==> src/rtl/freq_meter.sv <==
// Gated edge counter: counts synchronized rising edges of sig_in over
// a window of GATE_CYCLES clocks and publishes the count with a strobe.
module freq_meter #(
  parameter int GATE_CYCLES = 50_000_000,
  parameter int CNT_W       = 32
) (
  input  logic             clk,
  input  logic             rst,
  input  logic             sig_in,
  input  logic             start,
  input  logic             continuous,
  output logic             busy,
  output logic [CNT_W-1:0] freq,
  output logic             freq_valid,
  output logic             ovf,
  output logic             no_sig
);

  localparam int GW = (GATE_CYCLES > 2) ? $clog2(GATE_CYCLES) : 1;
  localparam logic [GW-1:0] LAST = GW'(GATE_CYCLES - 1);
  localparam logic [CNT_W-1:0] MAX = '1;

  typedef enum logic [1:0] {
    S_IDLE,
    S_GATE,
    S_DONE
  } state_t;

  state_t           r_state;
  logic             r_s1;
  logic             r_s2;
  logic             r_s3;
  logic [GW-1:0]    r_gate_cnt;
  logic [CNT_W-1:0] r_edge_cnt;
  logic             r_sat;
  logic             r_busy;
  logic [CNT_W-1:0] r_freq;
  logic             r_valid;
  logic             r_ovf;
  logic             r_no_sig;
  logic             w_edge;

  assign w_edge = r_s2 & ~r_s3;

  // synchronizer runs in every state so stale edges never leak into a window
  always_ff @(posedge clk or posedge rst) begin
    if (rst) begin
      r_s1 <= 1'b0;
      r_s2 <= 1'b0;
      r_s3 <= 1'b0;
    end else begin
      r_s1 <= sig_in;
      r_s2 <= r_s1;
      r_s3 <= r_s2;
    end
  end

  always_ff @(posedge clk or posedge rst) begin
    if (rst) begin
      r_state    <= S_IDLE;
      r_gate_cnt <= '0;
      r_edge_cnt <= '0;
      r_sat      <= 1'b0;
      r_busy     <= 1'b0;
      r_freq     <= '0;
      r_valid    <= 1'b0;
      r_ovf      <= 1'b0;
      r_no_sig   <= 1'b0;
    end else begin
      r_valid <= 1'b0;
      unique case (r_state)
        S_IDLE: begin
          if (start | continuous) begin
            r_state    <= S_GATE;
            r_busy     <= 1'b1;
            r_gate_cnt <= '0;
            r_edge_cnt <= '0;
            r_sat      <= 1'b0;
          end
        end
        S_GATE: begin
          r_gate_cnt <= r_gate_cnt + 1'b1;
          if (w_edge) begin
            if (r_edge_cnt == MAX) begin
              r_sat <= 1'b1;
            end else begin
              r_edge_cnt <= r_edge_cnt + 1'b1;
            end
          end
          if (r_gate_cnt == LAST) begin
            r_state <= S_DONE;
          end
        end
        S_DONE: begin
          r_freq     <= r_edge_cnt;
          r_valid    <= 1'b1;
          r_ovf      <= r_sat;
          r_no_sig   <= (r_edge_cnt == '0);
          r_gate_cnt <= '0;
          r_edge_cnt <= '0;
          r_sat      <= 1'b0;
          if (continuous) begin
            r_state <= S_GATE;
            r_busy  <= 1'b1;
          end else begin
            r_state <= S_IDLE;
            r_busy  <= 1'b0;
          end
        end
        default: begin
          r_state <= S_IDLE;
          r_busy  <= 1'b0;
        end
      endcase
    end
  end

  assign busy       = r_busy;
  assign freq       = r_freq;
  assign freq_valid = r_valid;
  assign ovf        = r_ovf;
  assign no_sig     = r_no_sig;

endmodule

==> config.mk <==
export PLATFORM = sky130hd
export DESIGN_NAME = freq_meter
export DESIGN_NICKNAME = d
export VERILOG_FILES = /design/src/rtl/freq_meter.sv
export SDC_FILE = /design/constraint.sdc
export NUM_CORES = 1
export LEC_CHECK = 0
export ABC_AREA = 1
export CAP_MARGIN = 25
export CORE_MARGIN = 3
export CORE_UTILIZATION = 41
export DETAILED_ROUTE_END_ITERATION = 10
export PLACE_DENSITY = 0.69
export SLEW_MARGIN = 40
export SYNTH_ARGS = -nofsm -noshare
export SYNTH_HDL_FRONTEND = slang
export SYNTH_SLANG_ARGS = --single-unit
==> constraint.sdc <==
create_clock -name clk -period 4.2 [get_ports clk]
set_input_delay 0.84 -clock clk [delete_from_list [all_inputs] [get_ports clk]]
set_output_delay 0.84 -clock clk [all_outputs]
set_load 0.02 [all_outputs]
# After elaboration in Yosys (flattened, before gate mapping)
# Index checks and enable logic that the tools add are counted.
[op_classes] n_addsub=2 mul=0 div_mod_pow=0 order_cmp=0 eq_ne=9 n_shift=0 n_mux=18 bitwise_logic=4 n_reduce_logical=8
[op_table] cell="$mux 32" n=3
[op_table] cell="$pmux 32 s3" n=1
[op_table] cell="$pmux 26 s3" n=1
[op_table] cell="$add 32x1->32 const B" n=1
[op_table] cell="$eq 32x32->1 const B" n=1
[op_table] cell="$logic_not 32->1" n=1
[op_table] cell="$add 26x1->26 const B" n=1
[op_table] cell="$eq 26x26->1 const B" n=1
[op_table] cell="$mux 26" n=1
[op_table] cell="$ne 2x2->1 const B" n=5
[op_table] cell="$reduce_and 4->1" n=2
[op_table] cell="$mux 1" n=7
[op_table] cell="$pmux 1 s3" n=2
[op_table] cell="$pmux 2 s3" n=1
[op_table] cell="$reduce_and 2->1" n=3
[op_table] cell="$mux 2" n=2
[op_table] cell="$reduce_bool 3->1" n=1
[op_table] cell="$eq 2x1->1 const B" n=1
[op_table] cell="$eq 2x2->1 const B" n=1
[op_table] cell="$logic_not 2->1" n=1
[op_table] cell="$not 1->1" n=2
[op_table] cell="$and 1x1->1" n=1
[op_table] cell="$or 1x1->1" n=1
[totals] regBits=100 latchBits=0 mem_bits_rw=0 rom_bits=0 inputBits=5 out_inout_bits=36 elab_cells=53 memories=0

# Longest topological paths before layout
[depth] ltp_word=4 depth_mapped=11 mapped_depth_nobuf=11

# Worst setup path after synthesis
# Ideal clock, no wire load.
[synth_timing] kind="input -> register" from="in continuous" to="reg r_edge_cnt[17]" setup_time_ns=0.117 t_arrival_ns=1.703 required_ns=4.083 slack_ns=2.380 stages=9 n_path_buf=1 path_cell_list="nor2_1 -> nand3_1 -> o21ai_2 -> nor2_2 -> nand2_4 -> nand2_4 -> buf_6 -> nand2_1 -> nand2_1"
[synth_between] elab_chain_cells=3
[synth_lines] element="start: declaration" line="11" rtl="input logic continuous,"
[synth_lines] element="$or 1x1->1" line="73" rtl="if (start | continuous) begin"
[synth_lines] element="$ne 2x2->1 (no source line)"
[synth_lines] element="$reduce_and 4->1 (no source line)"
[synth_lines] element="end signal: assignment" line="87" rtl="r_edge_cnt <= r_edge_cnt + 1'b1;"
[synth_lines] element="end: declaration" line="34" rtl="logic [CNT_W-1:0] r_edge_cnt;"
# Every way passes these cells.
# A chain may end at the register's enable or synchronous reset.

# Worst setup path in the final report
[layout_timing] from="in continuous" to="reg r_edge_cnt[29]"
# Same word-level chain as after synthesis.

==> results.json <==
{
  "cts_buffer_depth": 2,
  "cts-buffers-inserted": 9,
  "grt_max_degree": 64,
  "syn_inst": 771,
  "synth_seq_cells": 100,
  "top_usage_layer": "met2",
  "final_common_cell": "nand2_1",
  "core_area_um2": 12800,
  "wl_um": 13900,
  "fin_nets": 810,
  "syn-cell-area_um2": 5480,
  "cts_setup_buffers": 0,
  "diodes": 0,
  "syn_avg_cell_area_um2": 7.10,
  "cts_hold_buffers": 0,
  "hold_ws_ps": 351,
  "synth_cell_types": 36,
  "p_leak_nw": 3.07,
  "drive_gt1_frac": 0.0471,
  "cp.required_ps": 4440,
  "powerDensity_nw_per_um2": 323,
  "post-place-cells": 963,
  "post_cts_resized": 0,
  "globalRouteMet2Util": 0.303,
  "die_height_um": 122,
  "die_x_um": 122,
  "rsz0062_at_grt": "false",
  "crit_arrival_ps": 2980,
  "portBuffers": 40,
  "globalRouteMet1Util": 0.264,
  "critPathKind": "in2reg",
  "critPathMaxFanout": 33,
  "dp_hpwl_um": 9520,
  "cts_root_buf": "clkbuf_16",
  "vias_per_cell": 5.15,
  "cts.sinks": 100,
  "hold_path.class": "reg2reg",
  "cp-end-kind": "flop",
  "final_util": 0.494,
  "grt_util_all_layers": 0.197,
  "clock_skew_ps": 9.48,
  "drt-pass1-iter-count": 5,
  "max_stage_delay_ps": 420,
  "clk_pin_slew_ps": 70,
  "final_hold_viol_count": 0,
  "cts_max_level": 3,
  "ir_worst_vdd_mv": 0.196,
  "stdcell_count": 979,
  "grt_pass1_vias": 4690,
  "slew_viol_final": 0,
  "maxCapViolations": 0,
  "tightest_slew_ps": 874,
  "synth_nets": 779,
  "initial_core_util": 0.427,
  "setup_tns_ps": 0,
  "worstSetupStartpointType": "input port",
  "grt_overflow_total": 0,
  "timing.final.crit_share": 0.651,
  "wl_per_cell_um": 14.2,
  "cts_tree": "done",
  "drtAntennaViolNets": 0,
  "drc_errors": 0,
  "fmax_mhz": 366,
  "min_period_ps": 2730,
  "final_cell_mix": "nand2_1 (261), dfrtp_1 (100), nor2_1 (97)",
  "io_pins": 41,
  "globalplace.congestion": 0.922,
  "ys_seq_area_frac": 0.457,
  "antenna_found_initial": 0,
  "setup_violations": 0,
  "yosysWarnings": 0,
  "rows": 41,
  "cp_slowest_cell": "clkdlybuf4s50_1",
  "drtIter0Drc": 523,
  "vias": 5040,
  "outcome": "complete, no violations",
  "path_cells": "clkdlybuf4s50_1 > nor2_1 > nand3_1 > o21ai_2 > nor2_2 > nand2_4 > nand2_4 > nand2_1 > nand2_1",
  "maxSlewHeadroom": 0.418,
  "clk_latency_ps": 360,
  "dieArea_um2": 14800,
  "area_growth_pct": 15.7,
  "use_met3": 0.0562,
  "grt_pass1_wl_um": 23100
}
## report_power, final
group,leakage (nW),internal (mW),switching [mW]
clock network,0.152,0.525,0.392
logic,1.63,0.0395,0.0827
registers,1.28,0.981,0.0283
total,3.07,1.55,0.503
## Yosys cell counts
cell,count,area [um2]
o22ai_1,3,18.8
nand2_2,2,12.5
buf_6,3,33.8
nor4_1,3,18.8
a2bb2oi_1,2,17.5
nor2_2,5,31.3
a32o_1,1,10.0
a22oi_1,3,22.5
nand2_1,261,980
dfrtp_1,100,2500
nor2_1,98,368
and2_1,2,12.5
nand2_4,3,33.8
clkinv_1,1,3.75
nor3_1,11,55.1
buf_1,2,7.51
o21ai_2,1,8.76
a21boi_0,1,7.51
o211ai_1,1,7.51
buf_4,3,22.5
nor2_4,2,22.5
nand3_2,1,10.0
buf_2,4,20.0
nor2_8,1,20.0
nand4_1,11,68.8
a21o_1,1,7.51
inv_1,69,259
o21ai_0,55,275
inv_2,1,3.75
clkbuf_1,12,45.0
ha_1,3,37.5
nand3b_1,1,7.51
nand3_1,70,350
o21a_1,1,7.51
a21oi_1,32,160
xor2_1,1,8.76
## state kept, by name, summed over array words and instances, names as in the netlist
| name | flops |
|---|---|
| r_s3 | 1 |
| r_s1 | 1 |
| no_sig | 1 |
| r_s2 | 1 |
| r_gate_cnt | 26 |
| r_state | 2 |
| busy | 1 |
| freq | 32 |
| r_edge_cnt | 32 |
| ovf | 1 |
| r_sat | 1 |
| freq_valid | 1 |
## cell type report
type | instances | area, um2
clock inverter | 7 | 97.6
multi-input combinational | 576 | 2580
tap | 172 | 215
fill | 1282 | 6490
sequential | 100 | 2500
timing repair buffer | 44 | 443
inverter | 71 | 272
clock buffer | 9 | 225
## routing by layer
layer / vias to the layer above / share of wire / routed length (um)
met5: - / 0 / 0
met4: 0 / 0.024 / 329
met3: 24 / 0.049 / 681
met2: 117 / 0.45 / 6280
met1: 2356 / 0.47 / 6580
li1: 2543 / - / -
## logic make-up (layout without fill, tap and decap cells)
family,after synthesis,in the layout,share of synthesized area
compound gates,101,101,0.0991
xor+xnor,1,1,0.00160
fa+ha+maj,3,3,0.00685
buf+inv,95,131,0.0722
flops,100,100,0.457
simple gates,471,471,0.363
## worst max-delay path: cells and delay by family
family                 cells  cell delay (ps)
buffers and inverters      1              420
and+or+nand+nor            7             1300
AOI/OAI and AO/OA          1              390
## metrics by stage
step	power (mW)	area [um2]	setup slack [ps]
floorplan	1.11	5480	741
global placement	1.15	6010	1230
detailed placement	1.15	6010	1140
CTS	2.07	6330	1520
global route	2.13	6340	1280
finish	2.05	6340	1470
## worst paths after layout
| path | startpoint | slack, ps | to | cells after the start |
|---|---|---|---|---|
| max reg2reg | r_state[1] | 1560 | r_edge_cnt[6] | 8 |
| min reg2reg | r_s1 | 350 | r_s2 | 0 |
| max in group asynchronous | rst | 2640 | r_edge_cnt[21] | 3 |
| max | continuous | 1470 | r_edge_cnt[29] | 9 |
| min in group asynchronous | rst | 950 | r_edge_cnt[9] | 2 |
| min | r_s1 | 350 | r_s2 | 0 |
No activity file was read; power rests on OpenSTA's default activity.
==> RTL edit (config.mk and constraints unchanged) <==
Set the parameter `CNT_W` to 24 (it was 32).
--- a/src/rtl/freq_meter.sv
+++ b/src/rtl/freq_meter.sv
@@ -4,3 +4,3 @@
   parameter int GATE_CYCLES = 50_000_000,
-  parameter int CNT_W       = 32
+  parameter int CNT_W       = 24
 ) (
Interface: changed (resized freq); port bits go from 41 to 33. The function was not compared with the original's and may differ.
==> RTL edit against the original RTL <==
  * Worst setup slack improved by 310 ps
  * Die area down 15%
  * First-iteration DRC count is 47% lower
  * Global-route usage fell by 1.7 points
  * Routed wire length decreased by 22%
  * Synthesized area fell by 15%
  * Via count decreased by 18%
  * Sequential cell count fell by 16
  * Register-to-register slack gained 600 ps
  * Final area shrank 15%
  * Combinational power fell by 11%
  * Non-clock buffer count shrank 8
  * Critical endpoint is now r_edge_cnt[9]$_DFFE_PP0P_
  * Power shrank 11%
==> RTL edit: results <==
[outcome]
outcome = "completed"

[finish]
drive_above_1_share_pct = 5.60
num-nonclk-inverters = 79
clkCellAreaFrac_pct = 5.96
fin_nets = 700
fillCellCount = 1082
buffer_area_share_pct = 6.47
multi_input_area_share_pct = 40.0
stdcell_area_sq_um = 5410
n_all_buffers = 36
seq_area_sq_um = 2100
n_clock_buffer = 10
instances_no_fill = 837

[grt]
grt_pass1_wl_mm = 18.7
grt_pass1_vias = 4111
track_usage_pct = 17.9
grt_max_degree = 49

[worst_setup_path]
rrSetupSlack_ps = 2160
worst-path-max-fanout = 24
reg2reg_from = "r_state[0]$_DFFE_PP0P_"
arrival_ps = 2710
r2r_end = "r_edge_cnt[10]$_DFFE_PP0P_"
r2r_cells = 8

[place]
dpl_cell_area_sq_um = 5090
placedCellCount = 821
portBuffers = 32
hpwl_mm = 7.85
place_congestion = 0.899
pre_cts_ws_ps = 1410

[clock_network]
clock_latency_ps = 340
clock_sinks = 84

[route]
num_vias = 4156
wire_per_inst_um = 12.9
first_iter_violations = 276

[synthesis]
yosysSeqAreaShare_pct = 45.3
synth_cell_types = 31
synthTopCellsByArea = "dfrtp_1, nand2_1, nor2_1"
syn_nets = 668
avgSynthCellArea_sq_um = 7.03

[timing]
slew_headroom_pct = 52.5
fin_skew_ps = 8.88
worst_slack_ps = 1780

[power_and_ir_drop]
ir_worst_vdd_uv = 177
p_leak_uw = 0.00272

[floorplan]
taps = 140

[worst_hold_path]
min-delay-path-class = "flip-flop to flip-flop"
[RTL edit: cell count changes in the layout (fill, tap and decap cells not counted), moves of 5 or more]
cell / change
o21ai_0: -8
nand4_1: -5
o21ai_1: +6
dfrtp_1: -16
inv_1: +5
a21oi_1: -20
clkdlybuf4s50_1: -8
nor2_1: -13
nand2_1: -20
xor2_1: +8
nand3_1: -29
[RTL edit: critical path: stages]
cell and delay, ps:
clkdlybuf4s50_1 420, nor2_1 130, nand3_1 120, o21ai_2 290, inv_2 250, nand2_1 160, inv_2 80, nand2_4 230
nand2_1 100, nand2_1 70
[RTL edit: worst min-delay path by stage]
stage,endpoint,cells after the start,slack (ps)
final,r_s2$_DFF_PP0_,0,360
after global routing,r_s2$_DFF_PP0_,0,380
after CTS,r_s2$_DFF_PP0_,0,370
after detailed placement,r_s2$_DFF_PP0_,0,350
after global placement,r_s2$_DFF_PP0_,0,330
after floorplan,r_s2$_DFF_PP0_,0,330
[RTL edit: routing by layer]
layer	global-route usage [%]	vias to the layer above	share of wire [%]
li1	-	2123	-
met5	0	-	0
met3	3.40	23	4.1
met4	7.37	0	2.6
met2	31.5	92	49
met1	21.5	1918	44
[RTL edit: cell families (layout without fill, tap and decap cells)]
family | after synthesis | count (layout) | synth area share [%]
and+or+nand+nor | 398 | 398 | 35.9
buffers and inverters | 94 | 131 | 8.03
DFF | 84 | 84 | 45.3
AOI/OAI and AO/OA | 70 | 70 | 7.85
xor gates and xnor gates | 11 | 11 | 2.08
adders and majority gates | 3 | 3 | 0.809
[RTL edit: power by group]
| part | internal, uW | switching, uW | leakage, uW |
|---|---|---|---|
| Sequential | 826 | 22.1 | 0.00105 |
| Combinational | 36.2 | 73.0 | 0.00152 |
| Clock | 527 | 341 | 0.000154 |
| Total | 1390 | 436 | 0.00272 |
